--- src/rtl/product_accumulator.sv ---
// product_accumulator
//   Accumulate half of the MAC datapath. Sums a group of unsigned products
//   arriving one per cycle on a valid/ready port. A group closes on in_last
//   or when it reaches MAX_COUNT terms. The closing sum, term count and wrap
//   flag are then held on a registered valid/ready result port.
//
// Ports
//   clk, rst_n          clock, asynchronous active-low reset
//   clear               synchronous abort of partial group and held result
//   in_valid/in_ready   product handshake (in_ready is combinational)
//   in_product, in_last product beat and group terminator
//   out_valid/out_ready result handshake
//   out_sum             group sum modulo 2^ACC_WIDTH
//   out_count           terms in the group (1..MAX_COUNT)
//   out_overflow        sum wrapped at least once within the group
module product_accumulator #(
  parameter  int PRODUCT_WIDTH = 16,
  parameter  int ACC_WIDTH     = 24,
  parameter  int MAX_COUNT     = 16,
  localparam int CNT_WIDTH     = $clog2(MAX_COUNT + 1)
) (
  input  logic                     clk,
  input  logic                     rst_n,
  input  logic                     clear,
  input  logic                     in_valid,
  output logic                     in_ready,
  input  logic [PRODUCT_WIDTH-1:0] in_product,
  input  logic                     in_last,
  output logic                     out_valid,
  input  logic                     out_ready,
  output logic [ACC_WIDTH-1:0]     out_sum,
  output logic [CNT_WIDTH-1:0]     out_count,
  output logic                     out_overflow
);

  if (ACC_WIDTH < PRODUCT_WIDTH) begin : g_bad_acc
    $error("product_accumulator: ACC_WIDTH must be >= PRODUCT_WIDTH");
  end
  if (MAX_COUNT < 1) begin : g_bad_max
    $error("product_accumulator: MAX_COUNT must be >= 1");
  end

  localparam logic [CNT_WIDTH-1:0] MAXC = CNT_WIDTH'(MAX_COUNT);

  typedef enum logic [1:0] {IDLE, ACCUM, HOLD} state_t;

  state_t                 r_state, w_next_state;
  logic [ACC_WIDTH-1:0]   r_acc;
  logic [CNT_WIDTH-1:0]   r_cnt;
  logic                   r_ovf;

  logic                   w_accept;
  logic                   w_start;
  logic                   w_close;
  logic [ACC_WIDTH:0]     w_prod_ext;
  logic [ACC_WIDTH:0]     w_sum;
  logic [ACC_WIDTH-1:0]   w_acc_nxt;
  logic [CNT_WIDTH-1:0]   w_cnt_nxt;
  logic                   w_ovf_nxt;

  // Stalls only while a result is held and downstream is not taking it.
  assign in_ready = (r_state != HOLD) || out_ready;
  assign w_accept = in_valid && in_ready && !clear;

  // Any beat accepted outside ACCUM is the first term of a new group.
  assign w_start    = (r_state != ACCUM);
  assign w_prod_ext = (ACC_WIDTH+1)'(in_product);
  assign w_sum      = {1'b0, r_acc} + w_prod_ext;
  assign w_acc_nxt  = w_start ? w_prod_ext[ACC_WIDTH-1:0] : w_sum[ACC_WIDTH-1:0];
  assign w_cnt_nxt  = w_start ? CNT_WIDTH'(1) : r_cnt + CNT_WIDTH'(1);
  assign w_ovf_nxt  = !w_start && (r_ovf || w_sum[ACC_WIDTH]);
  assign w_close    = w_accept && (in_last || (w_cnt_nxt == MAXC));

  always_ff @(posedge clk or negedge rst_n) begin
    if (!rst_n) r_state <= IDLE;
    else        r_state <= w_next_state;
  end

  always_comb begin
    w_next_state = r_state;
    if (clear)                            w_next_state = IDLE;
    else if (w_accept)                    w_next_state = w_close ? HOLD : ACCUM;
    else if (r_state == HOLD && out_ready) w_next_state = IDLE;
  end

  always_ff @(posedge clk or negedge rst_n) begin
    if (!rst_n) begin
      r_acc        <= '0;
      r_cnt        <= '0;
      r_ovf        <= 1'b0;
      out_valid    <= 1'b0;
      out_sum      <= '0;
      out_count    <= '0;
      out_overflow <= 1'b0;
    end else begin
      out_valid <= (w_next_state == HOLD);
      if (clear) begin
        r_acc <= '0;
        r_cnt <= '0;
        r_ovf <= 1'b0;
      end else if (w_accept) begin
        r_acc <= w_acc_nxt;
        r_cnt <= w_cnt_nxt;
        r_ovf <= w_ovf_nxt;
      end
      // Result registers change only on a close, so they hold through backpressure.
      if (w_close) begin
        out_sum      <= w_acc_nxt;
        out_count    <= w_cnt_nxt;
        out_overflow <= w_ovf_nxt;
      end
    end
  end

endmodule

--- config.mk ---
export PLATFORM = sky130hd
export DESIGN_NAME = product_accumulator
export DESIGN_NICKNAME = d
export VERILOG_FILES = /design/src/rtl/product_accumulator.sv
export SDC_FILE = /design/constraint.sdc
export NUM_CORES = 1
export LEC_CHECK = 0
export CORE_MARGIN = 2
export CORE_UTILIZATION = 55
export DETAILED_ROUTE_END_ITERATION = 7
export PLACE_DENSITY = 0.91
export SLEW_MARGIN = 15
export SYNTH_ARGS = -nofsm -noshare
export SYNTH_HDL_FRONTEND = slang
export SYNTH_SLANG_ARGS = --single-unit
--- constraint.sdc ---
create_clock -name clk -period 3.25 [get_ports clk]
set_input_delay 0.65 -clock clk [delete_from_list [all_inputs] [get_ports clk]]
set_output_delay 0.65 -clock clk [all_outputs]
set_load 0.05 [all_outputs]
==> metrics, run 1 <==
status complete, no violations; Peak VDD IR 0.266 mV; metal3 WL 614 µm; synth warn 0; drt initial violations 256; CTS root buf clkbuf_8; clock power share 28.7%; TritonCTS clock tree yes; Reg power frac 40.4%; CP endpoint kind register; Syn Inst Count 426; Critical Path Slowest Stage Cell clkdlybuf4s50_1; Worst-Margin Slew 980 ps; average wire per standard cell 16.2 µm; ANT cells 0; P_int 1410 µW; top cells by count, synth nand2_1 (64), dfrtp_1 (63), nor2_1 (41); Final Util 68.8%; Post-synth EDFFs 0; wl on met1 4130 µm; Placed Cells 566; initial antenna violation count 0; htree depth 3; critical path arrival 3190 ps; uppermost layer routed met4; die width 87.8 µm; HP Class in -> async; fill count 529; share of the synthesized area in the top cell type 40.8%; largest cells by area after synthesis dfrtp_1 (41%), nand2_1 (6.2%), ha_1 (5.5%); Routed Antenna Nets 0; Final min period 2940 ps; TritonCTS Buffers 9; CTS Sinks 63; GRT overflow 0; height of the die 87.8 µm; final hold violation count 0; via/cell ratio 6.00; Rel. slew slack 34.3%; Die ar. 0.00770 mm²; crit start category primary input; fmax 0.340 GHz; Synth area leader dfrtp_1; final net count 521; effective utilization at floorplan 56.8%; most common cell in the netlist nand2_1; postcts setup bufs 0; largest net degree at the start of global routing 44; final WL 9440 µm; ys async rst share 100%; Power Density 468 mW/mm²; vias in the first global route 3401; CP max stage delay 420 ps; first-pass GRT wire length 16000 µm; switching share of power 35.4%; Max Slew Vio Count 0; Worst Path Required 3500 ps; Min Hold Slack 373 ps; total net switching power 775 µW; worst-skew pair later-pin latency 350 ps; Leak 0.00206 µW; Max Fanout on Critical Path 6; # port buffers 53; Gate power share 30.9%; core area 0.00679 mm²; top_reg_cell synth dfrtp_1; # IOs 54; syn nets 466; DRC 0; number of max-cap violations 0; Setup Skew 5.61 ps; post-synthesis cell area 0.00386 mm²; CTS clk-pin slew, worst paths 70 ps; Total Routing Usage GR 26.5%; sequential area share after synthesis 40.8%; worst path cell trace clkdlybuf4s50_1, ha_1, fa_1, a21o_1, a221oi_4, nor4_2, a211o_4, nor3b_2, xnor2_1, o31ai_1; DRT Pass-1 Iters 6; layout cells sized above 1 10.5%; kind of critical path in -> reg; Avg Inst Size Synth 9.06 µm²; Max clock buf depth 2; RSZ-0062 raised after global routing false; synthesis-to-layout area growth 21.0%; final std cells w/o fill 582; gpl congestion 0.919; vias 3494; row cnt 30; endpoints failing setup 0; Yosys cell types 61; dpl hpwl 6550 µm; met2 WL post-DR 4450 µm; final period utilization 90.5%; CTS hold repair buffers 0; Yosys reg bits 63; CTS resizes 0
-- worst max-delay path: cells and delay by family --
family,cells,cell delay [ps]
AO/OA/AOI/OAI,4,1090
XOR/XNOR,1,130
adder cells (fa/ha/maj),2,620
buffers and inverters,1,420
AND/OR/NAND/NOR,2,280
-- through the flow --
stage	total power [µW]	area, µm²	setup slack, ps	setup TNS (ps)
2_1_floorplan	1340	3860	528	0
3_5_place_dp	1560	4500	-56.3	-72.1
3_3_place_gp	1550	4500	5.06	0
4_1_cts	2190	4670	300	0
5_1_grt	2290	4670	138	0
6_report	2190	4670	309	0
-- worst paths after layout --
path,from,endpoint,cells past startpoint,slack [ps]
setup reg to reg,r_cnt[0],out_sum[7],7,600
hold / removal,rst_n,out_sum[17],1,370
hold reg to reg,out_sum[6],out_sum[6],2,480
min in group clk,out_sum[6],out_sum[6],2,480
max in group asynchronous,rst_n,out_sum[12],2,2160
setup / recovery,in_product[0],out_sum[22],10,310
-- cell usage in the layout, fill, tap and decap left out, types with 6 or more instances in the layout --
cell / netlist / final
ha_1: 17 / 17
a21o_1: 7 / 7
a31oi_1: 9 / 9
a21oi_1: 34 / 34
nand2b_1: 8 / 8
xor2_1: 12 / 12
nor2_1: 41 / 41
xnor2_1: 9 / 9
nor3_1: 7 / 7
dfrtp_1: 63 / 63
a211oi_1: 9 / 9
clkdlybuf4s50_1: 0 / 52
nand3_1: 12 / 12
clkbuf_8: 0 / 11
mux2i_1: 6 / 6
o21ai_0: 27 / 27
buf_4: 3 / 18
o31ai_1: 9 / 9
nand2_1: 64 / 64
-- kinds of logic after synthesis --
kind of cell	share of synthesized area, %
AND/OR/NAND/NOR	21.5
buffers and inverters	3.95
multiplexers	2.43
adder cells (fa/ha/maj)	6.03
XOR/XNOR	4.77
AO/OA/AOI/OAI	20.5
flip-flops	40.8
-- power groups by stage --
stage,sequential [µW],combinational (µW),clock (µW)
after global placement,894,651,0
after global routing,891,731,666
after CTS,883,674,634
final,883,677,628
after detailed placement,897,666,0
after floorplan,1050,295,0
-- final cells by class --
cell class / count / area [µm²] / area share (%)
clock buffer: 13 / 159 / 3.40
clock inverter: 3 / 17.5 / 0.375
inverter: 2 / 7.51 / 0.161
multi-input combinational: 334 / 2130 / 45.6
sequential: 63 / 1580 / 33.7
tap: 96 / 120 / 2.57
timing repair buffer: 71 / 661 / 14.1
-- metal layers --
metal | up-vias | track usage (%)
met5 | - | 0
met4 | 0 | 10.5
met3 | 27 | 4.43
met2 | 148 | 42.5
li1 | 1646 | -
met1 | 1673 | 36.0
-- registers in the layout, indices dropped and copies added, names as in the netlist --
signal	cells
out_sum	24
r_acc	24
out_count	5
r_cnt	5
r_state	2
out_overflow	1
out_valid	1
r_ovf	1
Power figures use the tool's default switching activity.
==> run 2: changes to the inputs <==
--- a/config.mk
+++ b/config.mk
@@ -6,9 +6,9 @@
 export NUM_CORES = 1
 export LEC_CHECK = 0
 export CORE_MARGIN = 2
-export CORE_UTILIZATION = 55
+export CORE_UTILIZATION = 59
 export DETAILED_ROUTE_END_ITERATION = 7
-export PLACE_DENSITY = 0.91
+export PLACE_DENSITY = 0.93
 export SLEW_MARGIN = 15
 export SYNTH_ARGS = -nofsm -noshare
 export SYNTH_HDL_FRONTEND = slang
==> constraint.sdc (replaced) <==
create_clock -name clk -period 3.4 [get_ports clk]
set_input_delay 0.68 -clock clk [delete_from_list [all_inputs] [get_ports clk]]
set_output_delay 0.68 -clock clk [all_outputs]
set_load 0.05 [all_outputs]
==> run 2 against run 1 <==
Net effect:
- worst hold slack improved by 99 ps
- sequential cell count unchanged
- highest routed layer unchanged
- clock skew is 3.4 ps higher
- die area shrank 6.5%
- sequential power fell by 4.2%
- count of clock-buffer cells in the layout shrank 1
- largest cell class unchanged
- setup slack gained 24 ps
- combinational power is 6.2% lower
==> metrics, run 2 (same netlist as run 1, synthesis figures left out) <==
Routed Antenna Nets 0 (unchanged); dpl hpwl 6380 µm (-2.6%); fill count 461 (-13%); CTS clk-pin slew, worst paths 60 ps (about the same); worst-skew pair later-pin latency 340 ps (about the same); worst path cell trace clkdlybuf4s50_1, ha_1, fa_1, a21o_1, a221oi_4, nor4_2, a211o_4, nor3b_2, nand3b_4, a31oi_1; average wire per standard cell 17.4 µm (+7.4%); via/cell ratio 6.29 (+4.8%); vias 3474 (-0.57%); crit path from in_product[0]; height of the die 84.9 µm (-3.3%); Power Density 463 mW/mm² (-1.3%); DRT Pass-1 Iters 4 (-2); Setup Skew 8.99 ps (+3.38 ps); Max clock buf depth 2 (unchanged); TritonCTS Buffers 9 (unchanged); final hold violation count 0 (unchanged); # port buffers 53 (unchanged); final period utilization 90.2%; CP endpoint kind register; Die ar. 0.00721 mm² (-6.5%); # IOs 54 (unchanged); layout cells sized above 1 8.63% (-1.9 points); row cnt 29 (-3.3%); endpoints failing setup 0 (unchanged); Max Slew Vio Count 0 (unchanged); Total Routing Usage GR 28.1% (+1.6 points); commonest non-fill, non-tap cell in the layout nand2_1; hold path startpoint out_sum[18]; Final min period 3070 ps; CP max stage delay 430 ps (about the same); Max Fanout on Critical Path 6 (unchanged); number of max-cap violations 0 (unchanged); ANT cells 0 (unchanged); Peak VDD IR 0.341 mV (+28%); Setup TNS 0 ps (unchanged); commonest cells after routing, fill and taps aside nand2_1 (64), dfrtp_1 (63), clkdlybuf4s50_1 (52), nor2_1 (41), a21oi_1 (34); initial antenna violation count 0 (unchanged); crit start category primary input; CTS resizes 0 (unchanged); kind of critical path in -> reg; reg2reg start r_cnt[0]; largest net degree at the start of global routing 64 (+45%); Worst Path Required 3660 ps (+160 ps); CTS hold repair buffers 0 (unchanged); synthesis-to-layout area growth 19.1%; HP Class reg -> reg; CTS Sinks 63 (unchanged); RSZ-0062 raised after global routing false; final WL 9610 µm (+1.8%); status complete, no violations; Hold Path Depth 2; reg2reg path depth 7 (unchanged); Largest regs out_sum (24), r_acc (24); DRC 0 (unchanged); fmax 0.326 GHz; first-pass GRT wire length 16300 µm (+2.4%); TritonCTS clock tree yes; critical path arrival 3320 ps (+130 ps); Critical Path Slowest Stage Cell clkdlybuf4s50_1; final net count 513 (-1.5%); effective utilization at floorplan 60.8% (+4.0 points); drt initial violations 247 (-3.5%); Leak 0.00202 µW (-1.7%); gpl congestion 0.848 (-7.7%); CTS root buf clkbuf_8; Worst-Margin Slew 996 ps (+15.9 ps); postcts setup bufs 0 (unchanged); core area 0.00635 mm² (-6.5%); htree depth 3 (unchanged); Min Hold Slack 472 ps (+99.5 ps); GRT overflow 0 (unchanged); die width 84.9 µm (-3.3%); Rel. slew slack 33.3% (-1.1 points); vias in the first global route 3481 (+2.4%)
[run 2: cell count changes in the layout (fill, tap and decap cells not counted)]
cell,change
clkinv_2,-2
bufinv_16,+1
clkinvlp_4,-1
buf_4,-8
clkbuf_1,-1
[run 2: where the power goes]
| group | internal, µW | leakage [µW] | switching (µW) |
|---|---|---|---|
| sequential | 809 | 0.000828 | 37.0 |
| clock | 367 | 0.0000944 | 278 |
| combinational | 230 | 0.00110 | 405 |
| total | 1410 | 0.00202 | 720 |
[run 2: worst max-delay path: cells and delay by family]
kind	cells	cell delay, ps
AO/OA/AOI/OAI	4	1120
adder cells (fa/ha/maj)	2	650
AND/OR/NAND/NOR	3	450
buffers and inverters	1	430
[run 2: worst paths after layout]
kind	end	slack, ps
worst max-delay path	r_acc[22]	330
worst min-delay path	out_sum[18]	470
worst max register to register	out_sum[14]	630
worst min register to register	out_sum[18]	470
max in group asynchronous	out_sum[16]	2370
min in group asynchronous	r_acc[7]	510
[run 2: through the flow]
step	setup WS [ps]	utilization (%)	cell area [µm²]	power, µW	instances
after floorplan	648	-	3860	1280	426
after CTS	327	72.4	4600	2120	552
after global placement	86.8	69.5	4410	1460	539
after detailed placement	56.6	69.5	4410	1480	539
final	333	72.4	4600	2130	552
after global routing	157	72.4	4600	2210	552
[run 2: cell type report]
cell class	instances	area (µm²)	area share [%]
clock buffers	12	155	3.38
clock inverters	1	30.0	0.653
inverters	2	7.51	0.163
multi-input cells	334	2130	46.4
flip-flops and latches	63	1580	34.3
well taps	77	96.3	2.10
repair buffers	63	601	13.1
[run 2: routing by layer]
layer / wire length, µm / up-vias / track usage, %
met1: 4190 / 1682 / 37.6
met4: 313 / 0 / 14.7
met2: 4610 / 133 / 44.2
met3: 495 / 33 / 4.57
li1: - / 1626 / -
met5: 0 / - / 0
